## src/rtl/mem_port_arbiter.sv

```systemverilog
// mem_port_arbiter: shares one memory port between instruction fetch (I) and data access (D)
module mem_port_arbiter #(
    parameter bit          FAIR    = 1'b1,
    parameter int unsigned TIMEOUT = 1023
) (
    input  logic        clk,
    input  logic        rst_n,
    input  logic        i_req,
    input  logic [31:0] i_addr,
    output logic [31:0] i_rdata,
    output logic        i_done,
    output logic        i_stall,
    input  logic        d_req,
    input  logic        d_write,
    input  logic [1:0]  d_size,
    input  logic [31:0] d_addr,
    input  logic [31:0] d_wdata,
    output logic [31:0] d_rdata,
    output logic        d_done,
    output logic        d_stall,
    output logic        mem_req,
    output logic        mem_write,
    output logic [1:0]  mem_size,
    output logic [31:0] mem_addr,
    output logic [31:0] mem_wdata,
    input  logic [31:0] mem_rdata,
    input  logic        mem_ready_n,
    output logic        timeout
);
    localparam logic [1:0] IDLE    = 2'd0;
    localparam logic [1:0] I_BUSY  = 2'd1;
    localparam logic [1:0] D_BUSY  = 2'd2;
    localparam logic [9:0] TO_LAST = 10'(TIMEOUT - 1);

    logic [1:0]  state_q, state_d;
    logic [9:0]  cnt_q, cnt_d;
    logic        last_d_q;
    logic [31:0] addr_q, wdata_q, i_rdata_q, d_rdata_q;
    logic [1:0]  size_q;
    logic        write_q, i_done_q, d_done_q, timeout_q;
    logic        i_req_e, d_req_e, grant_d, grant_i, busy, ready, abort, finish;

    // Arbitration and completion decode; a requester whose done is pulsing still holds
    // its req this cycle, so it is masked to avoid an immediate re-grant.
    always_comb begin
        i_req_e = i_req & ~i_done_q;
        d_req_e = d_req & ~d_done_q;
        grant_d = (state_q == IDLE) & d_req_e & (~i_req_e | ~FAIR | ~last_d_q);
        grant_i = (state_q == IDLE) & i_req_e & ~grant_d;
        busy    = state_q != IDLE;
        ready   = busy & ~mem_ready_n;
        abort   = busy & mem_ready_n & (TIMEOUT != 0) & (cnt_q == TO_LAST);
        finish  = ready | abort;
        state_d = grant_d ? D_BUSY : grant_i ? I_BUSY : finish ? IDLE : state_q;
        cnt_d   = busy ? cnt_q + {9'd0, mem_ready_n} : 10'd0;
    end

    // State, request latch on grant, result capture and done/timeout pulses.
    always_ff @(posedge clk or negedge rst_n) begin
        if (!rst_n) begin
            state_q   <= IDLE;
            cnt_q     <= 10'd0;
            last_d_q  <= 1'b0;
            addr_q    <= 32'd0;
            wdata_q   <= 32'd0;
            size_q    <= 2'b00;
            write_q   <= 1'b0;
            i_rdata_q <= 32'd0;
            d_rdata_q <= 32'd0;
            i_done_q  <= 1'b0;
            d_done_q  <= 1'b0;
            timeout_q <= 1'b0;
        end else begin
            state_q   <= state_d;
            cnt_q     <= cnt_d;
            i_done_q  <= finish & (state_q == I_BUSY);
            d_done_q  <= finish & (state_q == D_BUSY);
            timeout_q <= abort;
            if (grant_d | grant_i) begin
                last_d_q <= grant_d;
                addr_q   <= grant_d ? d_addr : i_addr;
                size_q   <= grant_d ? d_size : 2'b00;
                write_q  <= grant_d & d_write;
                wdata_q  <= grant_d ? d_wdata : 32'd0;
            end
            if (finish & (state_q == I_BUSY))
                i_rdata_q <= ready ? mem_rdata : 32'd0;
            if (finish & (state_q == D_BUSY))
                d_rdata_q <= (ready & ~write_q) ? mem_rdata : 32'd0;
        end
    end

    assign mem_req   = busy;
    assign mem_write = write_q;
    assign mem_size  = size_q;
    assign mem_addr  = addr_q;
    assign mem_wdata = wdata_q;
    assign i_rdata   = i_rdata_q;
    assign d_rdata   = d_rdata_q;
    assign i_done    = i_done_q;
    assign d_done    = d_done_q;
    assign timeout   = timeout_q;
    assign i_stall   = i_req & ~i_done_q;
    assign d_stall   = d_req & ~d_done_q;
endmodule
```

## config.mk

```make
export PLATFORM = sky130hd
export DESIGN_NAME = mem_port_arbiter
export DESIGN_NICKNAME = d
export VERILOG_FILES = /design/src/rtl/mem_port_arbiter.sv
export SDC_FILE = /design/constraint.sdc
export NUM_CORES = 1
export LEC_CHECK = 0
export ABC_CLOCK_PERIOD_IN_PS = 1500
export CORE_ASPECT_RATIO = 1.2
export CORE_UTILIZATION = 38
export DETAILED_ROUTE_END_ITERATION = 16
export PLACE_DENSITY_LB_ADDON = 0.12
export SKIP_CTS_REPAIR_TIMING = 1
export SYNTH_ARGS = -nofsm -noshare
export SYNTH_HDL_FRONTEND = slang
export SYNTH_SLANG_ARGS = --single-unit
```

## constraint.sdc

```tcl
create_clock -name clk -period 1.5 [get_ports clk]
set_input_delay 0.3 -clock clk [delete_from_list [all_inputs] [get_ports clk]]
set_output_delay 0.3 -clock clk [all_outputs]
set_load 0.005 [all_outputs]
```

==> impl_summary.txt, run 1 <==
----------------------------------------------------
[Min path]
  Type of the most critical hold path ... in -> async

[Route]
  Count of TritonRoute iterations in the first routing pass ... 5
  Detailed-route DRC error count ... 0
  Top routing layer used ... met4
  Iteration-0 DRC count of the detailed router ... approximately 380
  Via total after detailed routing ... a little under 6,000
  Via density ... 5.567
  Wl on met1 ... roughly 8.4 mm
  Count of nets left with antenna violations after detail routing ... 0
  Length of routed met3 wiring ... roughly 1.8 mm
  Post-DR wirelength/cell ... 21.57 um
  Wire length on met2 ... 11.96 mm
  Total Routed Length ... between 20 and 25 mm

[Global route]
  Largest net degree at the start of global routing ... just over 50
  Global Route Usage Sum ... 0.2336
  Antenna violations before repair ... 1
  First-pass GRT wire length ... a little under 30 mm
  Global-route congestion overflow total ... 0
  Vias in the first global route ... around 5,600

[Status]
  Result of the run ... finished, violations left
  Violated checks ... negative setup slack

[Clock network]
  Number of buffers created by CTS ... 17
  TritonCTS sink count ... 147
  Buffer depth of the longest clock path ... 2
  CTS tree ... yes
  Number of H-tree levels ... 4
  Clock root buffer master ... sky130_fd_sc_hd__clkbuf_16
  Clock transition at path regs ... ~0.060 ns
  Clock insertion delay at the later pin of the skew report ... between 0.4 and 0.5 ns

[Pwr]
  Overall power consumption ... 21.59 mW
  Worst vdd ir ... 0.001099 V
  Leakage power summed over all cells ... between 6 and 7 nW
  Power density over the cells ... slightly below 2000 nW/um2

[STA]
  Total Neg Setup Slack ... -15.42 ns
  Max Fclk ... 576.5 MHz
  Hold_ws ... 0.2790 ns
  Max_slew headroom ... 0.6717
  Final-report hold violation count ... 0
  Setup-violating endpoint count in the final report ... 126
  Final worst path period share ... 1.156
  Setup ws final ... -0.2347 ns
  Final Slew Violations ... 0
  Setup repair after global routing missed its margin ... true
  Fin Clk Skew ... just over 0.007 ns
  Time the final worst path needs with I/O delays and setup ... about 1.7 ns
  Transition time at the pin with the least slew margin ... between 0.4 and 0.5 ns

[Logic synthesis]
  Post-synthesis cell type count ... between 40 and 50
  Number of warnings issued by yosys ... 0
  Number of nets produced by synthesis ... around 620
  Fraction of the yosys area taken by sequential cells ... 0.6164
  Register bit count reported by yosys ... 147
  Area of the mapped netlist ... a little under 6000 um2
  Avg Inst Size Synth ... 12.49 um2
  Instance count of the mapped netlist ... roughly 480

[Setup path]
  Arrival time worst endpoint ... between 2 and 2.5 ns
  Worst path buffer plus inverter count ... 0
  Worst path top cell family by delay ... simple AND/OR/NAND/NOR gates
  Crit start category ... flip-flop
  Timing startpoint of the critical path ... cnt_q[0]
  Kind of critical path ... reg -> reg
  Worst-path cell chain ... nand3b_1 -> or4_4 -> a32o_1
  Slowest cell delay on critical path ... 0.70 ns
  Worst-case reg-to-reg path depth ... 3
  Instance count on the critical path ... 3
  Critical path endpoint category ... flip-flop
  Setup slack on the worst flop-to-flop path ... -0.23 ns
  Cell type of the slowest stage on the worst timing path ... sky130_fd_sc_hd__or4_4
  Worst r2r dst ... d_rdata[6]
  Max Fanout on Critical Path ... 16
  Reg-to-Reg Start ... cnt_q[0]
  Data required time of the critical path ... around 1.8 ns

[Floorplan]
  DIE WIDTH ... roughly 120 um
  Top-level port count ... around 270
  Initial cell density of the core ... 0.3941
  Die Footprint ... ~16,000 um2
  Total number of placement rows ... around 50
  Height of the die ... 139.3 um
  Core area ... approximately 15,000 um2

[Finish]
  Final net count ... 976
  Post-route design area ... between 10,000 and 15,000 um2
  Share of layout cells above drive strength 1 ... 0.2291
  Synthesis-to-finish area growth ... 88.32%
  Final cell utilization of the core ... 0.7422
  Final std cells w/o fill ... between 1,000 and 1,500

[Place]
  Total half-perimeter wirelength after legalization and detailed placement ... between 10 and 15 mm
  Pre-CTS worst setup slack ... -0.5039 ns
  Number of placed instances, taps included ... about 960
  Global placer's final weighted congestion ... ~0.78
  Post-place instance area ... between 9000 and 10,000 um2
  Count of buffers from port buffering ... 272

[Job]
  Max-cap violations ... 0

----------------------------------------------------
per-layer routing:
| layer | up-vias | track usage |
|---|---|---|
| met5 | - | 0 |
| met1 | 2954 | 0.2733 |
| met2 | 276 | 0.4005 |
| met3 | 46 | 0.06707 |
| li1 | 2603 | - |
| met4 | 0 | 0.08637 |
Yosys cell counts:
| cell type | n | area share |
|---|---|---|
| sky130_fd_sc_hd__a21boi_1 | 1 | 0.0013 |
| sky130_fd_sc_hd__xor2_1 | 2 | 0.0029 |
| sky130_fd_sc_hd__or3b_2 | 1 | 0.0015 |
| sky130_fd_sc_hd__xnor2_1 | 1 | 0.0015 |
| sky130_fd_sc_hd__o31ai_1 | 2 | 0.0025 |
| sky130_fd_sc_hd__nand3_1 | 3 | 0.0025 |
| sky130_fd_sc_hd__inv_1 | 2 | 0.0013 |
| sky130_fd_sc_hd__nor4b_2 | 1 | 0.0025 |
| sky130_fd_sc_hd__a22o_1 | 35 | 0.051 |
| sky130_fd_sc_hd__o21ai_0 | 35 | 0.029 |
| sky130_fd_sc_hd__nor2b_1 | 2 | 0.0021 |
| sky130_fd_sc_hd__ha_1 | 2 | 0.0042 |
| sky130_fd_sc_hd__buf_4 | 2 | 0.0025 |
| sky130_fd_sc_hd__a221o_1 | 32 | 0.054 |
| sky130_fd_sc_hd__buf_8 | 3 | 0.0075 |
| sky130_fd_sc_hd__or3_2 | 2 | 0.0025 |
| sky130_fd_sc_hd__nor3_1 | 2 | 0.0017 |
| sky130_fd_sc_hd__nor2_2 | 1 | 0.0010 |
| sky130_fd_sc_hd__nor2_1 | 4 | 0.0025 |
| sky130_fd_sc_hd__nand4_1 | 2 | 0.0021 |
| sky130_fd_sc_hd__or4_2 | 2 | 0.0029 |
| sky130_fd_sc_hd__a22oi_1 | 32 | 0.040 |
| sky130_fd_sc_hd__or3_1 | 2 | 0.0021 |
| sky130_fd_sc_hd__nand2b_1 | 2 | 0.0021 |
| sky130_fd_sc_hd__buf_6 | 1 | 0.0019 |
| sky130_fd_sc_hd__or2_1 | 1 | 0.0010 |
| sky130_fd_sc_hd__nor4b_1 | 1 | 0.0015 |
| sky130_fd_sc_hd__o21ai_1 | 1 | 0.00084 |
| sky130_fd_sc_hd__and3_1 | 33 | 0.035 |
| sky130_fd_sc_hd__a31o_2 | 1 | 0.0015 |
| sky130_fd_sc_hd__buf_2 | 5 | 0.0042 |
| sky130_fd_sc_hd__clkbuf_1 | 34 | 0.021 |
| sky130_fd_sc_hd__dfrtp_1 | 147 | 0.62 |
| sky130_fd_sc_hd__nand3b_1 | 1 | 0.0013 |
| sky130_fd_sc_hd__nor3b_1 | 1 | 0.0013 |
| sky130_fd_sc_hd__and2_1 | 2 | 0.0021 |
| sky130_fd_sc_hd__nand3_4 | 1 | 0.0029 |
| sky130_fd_sc_hd__or4_4 | 1 | 0.0019 |
| sky130_fd_sc_hd__a32o_1 | 33 | 0.055 |
| sky130_fd_sc_hd__nand2_1 | 34 | 0.021 |
| sky130_fd_sc_hd__a21oi_1 | 8 | 0.0067 |
worst reg2reg max path, cell delays in order (launching register included):
cell,delay [ns]
sky130_fd_sc_hd__dfrtp_1,0.38
sky130_fd_sc_hd__nand3b_1,0.23
sky130_fd_sc_hd__or4_4,0.70
sky130_fd_sc_hd__a32o_1,0.31
placed cells by master, fill, tap and decap left out, drive strengths merged, types with 2 or more instances in the layout:
master	synthesis	layout
dfrtp	147	147
dlymetal6s2s	0	136
clkdlybuf4s50	0	133
buf	11	100
o21ai	36	37
a22o	35	35
nand2	34	34
a32o	33	33
clkbuf	34	33
and3	33	33
a22oi	32	32
a221o	32	32
a21oi	8	8
clkinvlp	0	5
nor2	5	5
or3	4	4
or4	3	4
inv	2	4
nand3	4	4
or3b	1	3
nand4	2	2
o31ai	2	2
xor2	2	2
and2	2	2
nand2b	2	2
nor4b	2	2
ha	2	2
bufinv	0	2
nor2b	2	2
nor3	2	2
clkinv	0	2
sequential cells by signal (all words and copies together), names as in the netlist:
signal / flops
cnt_q: 10
d_done: 1
d_rdata: 32
i_done: 1
i_rdata: 32
last_d_q: 1
mem_addr: 32
mem_size: 2
mem_wdata: 32
mem_write: 1
state_q: 2
timeout: 1
power breakdown:
| group | switching [mW] | total (mW) | leakage, nW | internal (mW) |
|---|---|---|---|---|
| Clock | 1.67 | 4.17 | 0.266 | 2.50 |
| Sequential | 1.03 | 6.72 | 1.80 | 5.69 |
| Combinational | 4.10 | 10.7 | 4.13 | 6.60 |
| Total | 6.80 | 21.6 | 6.20 | 14.8 |
final cells by class:
| class | count | area (um2) |
|---|---|---|
| Tap cell | 204 | 255.2 |
| Multi-Input combinational cell | 288 | 2371 |
| Inverter | 2 | 7.507 |
| Timing Repair Buffer | 382 | 4344 |
| Clock buffer | 21 | 450.4 |
| Antenna cell | 1 | 2.502 |
| Clock inverter | 11 | 128.9 |
| Sequential cell | 147 | 3680 |
| Fill cell | 1019 | 3904 |
cell families after synthesis:
kind of cell | count (synthesis) | share of synthesized area
fa+ha+maj | 2 | 0.004192
simple gates | 99 | 0.09350
buf+inv | 47 | 0.03878
compound gates | 180 | 0.2428
xor+xnor | 3 | 0.004403
flops | 147 | 0.6164
worst max-delay path by stage:
stage	to	slack, ns
finish	d_rdata[6]	-0.23
global route	d_rdata[4]	-0.28
CTS	mem_req	-0.47
detailed placement	cnt_q[9]	-0.50
global placement	mem_addr[28]	-0.46
floorplan	d_rdata[10]	-0.19
Note: power is estimated with default switching activity, not from simulation.
==> run 2, diff against run 1 <==
--- a/config.mk
+++ b/config.mk
@@ -9,6 +9,7 @@
 export CORE_ASPECT_RATIO = 1.2
 export CORE_UTILIZATION = 38
 export DETAILED_ROUTE_END_ITERATION = 16
+export GPL_TIMING_DRIVEN = 0
 export PLACE_DENSITY_LB_ADDON = 0.12
 export SKIP_CTS_REPAIR_TIMING = 1
 export SYNTH_ARGS = -nofsm -noshare
==> run 2 against run 1 <==
Effect of this change: the flow still finishes with violations (negative setup slack); largest power group unchanged; first-iteration DRC count down 22%; die area did not move; core utilization decreased by 2.6 points; clock-buffer cell count fell by 3; combinational power down 11%.
==> impl_summary.txt, run 2 (synthesis gave the netlist of run 1 again) <==
----------------------------------------------------
[Status]
  Result of the run ... finished, violations left
  Violated checks ... negative setup slack

[Clock network]
  Clock root buffer master ... sky130_fd_sc_hd__clkbuf_16
  Number of buffers created by CTS ... 17
  CTS tree ... yes
  Buffer depth of the longest clock path ... 2
  Clock transition at path regs ... roughly 0.070 ns
  Number of H-tree levels ... 4
  TritonCTS sink count ... ~150
  Clock insertion delay at the later pin of the skew report ... between 0.4 and 0.5 ns

[Place]
  Number of placed instances, taps included ... ~960
  Global placer's final weighted congestion ... approximately 0.76
  Pre-CTS worst setup slack ... -0.7135 ns
  Total half-perimeter wirelength after legalization and detailed placement ... between 10 and 15 mm
  Post-place instance area ... 9105 um2
  Count of buffers from port buffering ... ~270

[Global route]
  Vias in the first global route ... approximately 5,600
  Largest net degree at the start of global routing ... between 80 and 90
  Antenna violations before repair ... 1
  First-pass GRT wire length ... between 20 and 30 mm
  Global Route Usage Sum ... 0.2334
  Global-route congestion overflow total ... 0

[Route]
  Via total after detailed routing ... 5,637
  Total Routed Length ... just over 20 mm
  Post-DR wirelength/cell ... around 20 um
  Count of nets left with antenna violations after detail routing ... 0
  Detailed-route DRC error count ... 0
  Iteration-0 DRC count of the detailed router ... around 290
  Via density ... approximately 5.4
  Count of TritonRoute iterations in the first routing pass ... 5

[Setup path]
  Critical path endpoint category ... flip-flop
  Data required time of the critical path ... between 1.5 and 2 ns
  Arrival time worst endpoint ... 2.21 ns
  Crit start category ... flip-flop
  Max Fanout on Critical Path ... 10
  Kind of critical path ... reg -> reg

[Min path]
  Type of the most critical hold path ... in -> async

[Finish]
  Post-route design area ... approximately 11,000 um2
  Final std cells w/o fill ... between 1,000 and 1,500
  Most common library cell in the layout ignoring fill and taps ... sky130_fd_sc_hd__dfrtp_1
  Synthesis-to-finish area growth ... 81.80%
  Share of layout cells above drive strength 1 ... 0.2201
  Final cell utilization of the core ... 0.7165
  Most frequent cells in the layout ... sky130_fd_sc_hd__dfrtp_1 (141), sky130_fd_sc_hd__dlymetal6s2s_1 (135), sky130_fd_sc_hd__clkdlybuf4s50_1 (133)
  Final net count ... approximately 960

[STA]
  Setup repair after global routing missed its margin ... true
  Final Slew Violations ... 0
  Max Fclk ... roughly 540 MHz
  Final-report hold violation count ... 0
  Max_slew headroom ... 0.5761
  Final worst path period share ... 1.237
  Setup ws final ... -0.3553 ns
  Fin Clk Skew ... around 0.0088 ns
  Time the final worst path needs with I/O delays and setup ... about 1.9 ns
  Total Neg Setup Slack ... -23.01 ns
  Hold_ws ... roughly 0.46 ns
  Transition time at the pin with the least slew margin ... about 0.64 ns
  Setup-violating endpoint count in the final report ... around 140

[Floorplan]
  Initial cell density of the core ... 0.3941
  Total number of placement rows ... 49
  DIE WIDTH ... roughly 120 um
  Top-level port count ... approximately 270
  Core area ... 15,140 um2
  Die Footprint ... roughly 16,000 um2
  Height of the die ... 139.3 um

[Pwr]
  Worst vdd ir ... ~0.00092 V
  Leakage power summed over all cells ... 5.942 nW
  Overall power consumption ... 20.69 mW
  Power density over the cells ... approximately 1900 nW/um2

[Job]
  Max-cap violations ... 0

----------------------------------------------------
[run 2: per-layer routing]
metal | global-route usage | part of all wire | vias to the layer above
li1 | - | - | 2554
met1 | 0.2639 | 0.38 | 2832
met2 | 0.4052 | 0.52 | 214
met3 | 0.06533 | 0.077 | 37
met4 | 0.09919 | 0.026 | 0
met5 | 0 | 0 | -
[run 2: layout make-up]
class / instances / area [um2]
timing repair buffer: 325 / 3591
clock inverter: 14 / 178.9
clock buffer: 18 / 429.2
inverter: 2 / 7.507
multi-input combinational: 285 / 2345
tap: 204 / 255.2
fill: 1099 / 4293
buffer: 45 / 355.3
sequential: 147 / 3686
antenna: 1 / 2.502
[run 2: where the power goes]
part / internal, mW / switching, mW / leakage (nW)
Sequential: 5.69 / 1.08 / 1.79
Clock: 2.64 / 1.74 / 0.276
Combinational: 5.89 / 3.65 / 3.87
[run 2: worst paths after layout]
path	from	end	slack, ns	cells past startpoint
min in group clk	mem_ready_n	cnt_q[0]	0.46	3
hold reg to reg	mem_wdata[6]	mem_wdata[6]	0.50	1
setup / recovery	state_q[0]	d_rdata[11]	-0.36	4
hold / removal	rst_n	mem_wdata[10]	0.46	2
setup reg to reg	state_q[0]	d_rdata[11]	-0.36	4
max in group asynchronous	rst_n	state_q[1]	0.17	3
[run 2: worst max-delay path: stages, from the launching register on]
cell and delay, ns:
sky130_fd_sc_hd__dfrtp_2 0.49, sky130_fd_sc_hd__nand2b_1 0.24, sky130_fd_sc_hd__nor3_2 0.38, sky130_fd_sc_hd__clkbuf_1 0.48, sky130_fd_sc_hd__a32o_1 0.21
==> run 3, diff against run 2 <==
--- a/config.mk
+++ b/config.mk
@@ -8,6 +8,7 @@
 export ABC_CLOCK_PERIOD_IN_PS = 1500
 export CORE_ASPECT_RATIO = 1.2
 export CORE_UTILIZATION = 38
+export CTS_BUF_LIST = sky130_fd_sc_hd__clkbuf_16
 export DETAILED_ROUTE_END_ITERATION = 16
 export GPL_TIMING_DRIVEN = 0
 export PLACE_DENSITY_LB_ADDON = 0.12
==> run 3 against run 2 <==
Effect of this change: the flow still finishes with violations (negative setup slack); cell count is the same; critical endpoint unchanged; clock skew is essentially flat; combinational power is essentially flat; core utilization is the same.
==> impl_summary.txt, run 3 (synthesis gave the netlist of run 1 again) <==
----------------------------------------------------
[Route]
  Iteration-0 DRC count of the detailed router ... 294
  Via total after detailed routing ... between 5,000 and 6,000
  Count of nets left with antenna violations after detail routing ... 0
  Detailed-route DRC error count ... 0
  Total Routed Length ... slightly above 20 mm
  Post-DR wirelength/cell ... 19.85 um
  Via density ... 5.457
  Count of TritonRoute iterations in the first routing pass ... 5

[Clock network]
  Clock insertion delay at the later pin of the skew report ... 0.42 ns
  Clock root buffer master ... sky130_fd_sc_hd__clkbuf_16
  Clock transition at path regs ... approximately 0.070 ns
  Buffer depth of the longest clock path ... 2
  TritonCTS sink count ... about 150
  Number of H-tree levels ... 4
  CTS tree ... yes
  Number of buffers created by CTS ... 17

[Floorplan]
  Height of the die ... roughly 140 um
  Total number of placement rows ... 49
  Die Footprint ... ~16,000 um2
  Top-level port count ... 273
  Initial cell density of the core ... 0.3941
  Core area ... ~15,000 um2
  DIE WIDTH ... between 100 and 150 um

[Finish]
  Final net count ... 961
  Synthesis-to-finish area growth ... 81.80%
  Most common library cell in the layout ignoring fill and taps ... sky130_fd_sc_hd__dfrtp_1
  Post-route design area ... 10,850 um2
  Most frequent cells in the layout ... sky130_fd_sc_hd__dfrtp_1 (141), sky130_fd_sc_hd__dlymetal6s2s_1 (135), sky130_fd_sc_hd__clkdlybuf4s50_1 (133)
  Share of layout cells above drive strength 1 ... 0.2201

[Place]
  Pre-CTS worst setup slack ... -0.7135 ns
  Count of buffers from port buffering ... about 270
  Total half-perimeter wirelength after legalization and detailed placement ... 13.75 mm
  Global placer's final weighted congestion ... about 0.76
  Post-place instance area ... ~9000 um2

[Status]
  Result of the run ... finished, violations left
  Violated checks ... negative setup slack

[Min path]
  Type of the most critical hold path ... in -> async

[Setup path]
  Kind of critical path ... reg -> reg
  Arrival time worst endpoint ... around 2.2 ns
  Critical path endpoint category ... flip-flop
  Data required time of the critical path ... ~1.9 ns
  Crit start category ... flip-flop
  Max Fanout on Critical Path ... 10

[STA]
  Setup-violating endpoint count in the final report ... between 100 and 150
  Max Fclk ... roughly 540 MHz
  Final-report hold violation count ... 0
  Final Slew Violations ... 0
  Transition time at the pin with the least slew margin ... approximately 0.64 ns
  Max_slew headroom ... 0.5753
  Setup ws final ... -0.3435 ns
  Fin Clk Skew ... between 0.008 and 0.009 ns
  Setup repair after global routing missed its margin ... true
  Time the final worst path needs with I/O delays and setup ... 1.844 ns
  Final worst path period share ... 1.229

[Pwr]
  Leakage power summed over all cells ... between 5 and 6 nW
  Power density over the cells ... between 1500 and 2000 nW/um2
  Worst vdd ir ... approximately 0.0009 V

[Global route]
  Vias in the first global route ... roughly 5,600
  Global-route congestion overflow total ... 0
  Antenna violations before repair ... 1
  Largest net degree at the start of global routing ... 83
  Global Route Usage Sum ... 0.2334
  First-pass GRT wire length ... between 20 and 30 mm

[Job]
  Max-cap violations ... 0

----------------------------------------------------
## run 3: cell type report
cell class | count | area (um2)
diodes | 1 | 2.502
plain buffers | 45 | 355.3
clock buffers | 17 | 425.4
clock inverters | 15 | 182.7
fillers | 1099 | 4293
inverters | 2 | 7.507
multi-input cells | 285 | 2345
flip-flops and latches | 147 | 3686
well taps | 204 | 255.2
repair buffers | 325 | 3591
## run 3: worst paths after layout
kind,cells past startpoint,slack (ns),from,end
setup / recovery,4,-0.34,state_q[0],d_rdata[11]
setup reg to reg,4,-0.34,state_q[0],d_rdata[11]
hold / removal,2,0.46,rst_n,mem_wdata[10]
hold reg to reg,1,0.50,mem_wdata[6],mem_wdata[6]
min in group clk,3,0.46,mem_ready_n,cnt_q[0]
max in group asynchronous,3,0.16,rst_n,state_q[1]
## run 3: power by group
part	switching, mW	leakage, nW	internal, mW
logic	3.65	3.87	5.89
registers	1.08	1.79	5.69
clock network	1.74	0.280	2.63
## run 3: routing by layer
layer,track usage,vias up,share of wire
li1,-,2555,-
met2,0.4052,227,0.52
met3,0.06533,43,0.077
met4,0.09919,0,0.027
met1,0.2639,2856,0.38
met5,0,-,0
## run 3: through the flow
step | hold slack, ns | std cells | power (mW) | util | setup TNS, ns
6_report | 0.4611 | 1041 | 20.68 | 0.7165 | -22.96
3_5_place_dp | 0.3344 | 955 | 15.21 | 0.6013 | -84.14
3_3_place_gp | 0.4873 | 954 | 14.95 | 0.5994 | -913.70
2_1_floorplan | 0.004409 | 478 | 10.31 | - | -6.091
5_1_grt | 0.4698 | 1041 | 21.81 | 0.7165 | -34.14
4_1_cts | -0.1114 | 987 | 19.65 | 0.6414 | -66.91
## run 3: critical path: stages (launching register included)
cell                       delay (ns)
sky130_fd_sc_hd__dfrtp_2         0.49
sky130_fd_sc_hd__nand2b_1        0.24
sky130_fd_sc_hd__nor3_2          0.37
sky130_fd_sc_hd__clkbuf_1        0.47
sky130_fd_sc_hd__a32o_1          0.21
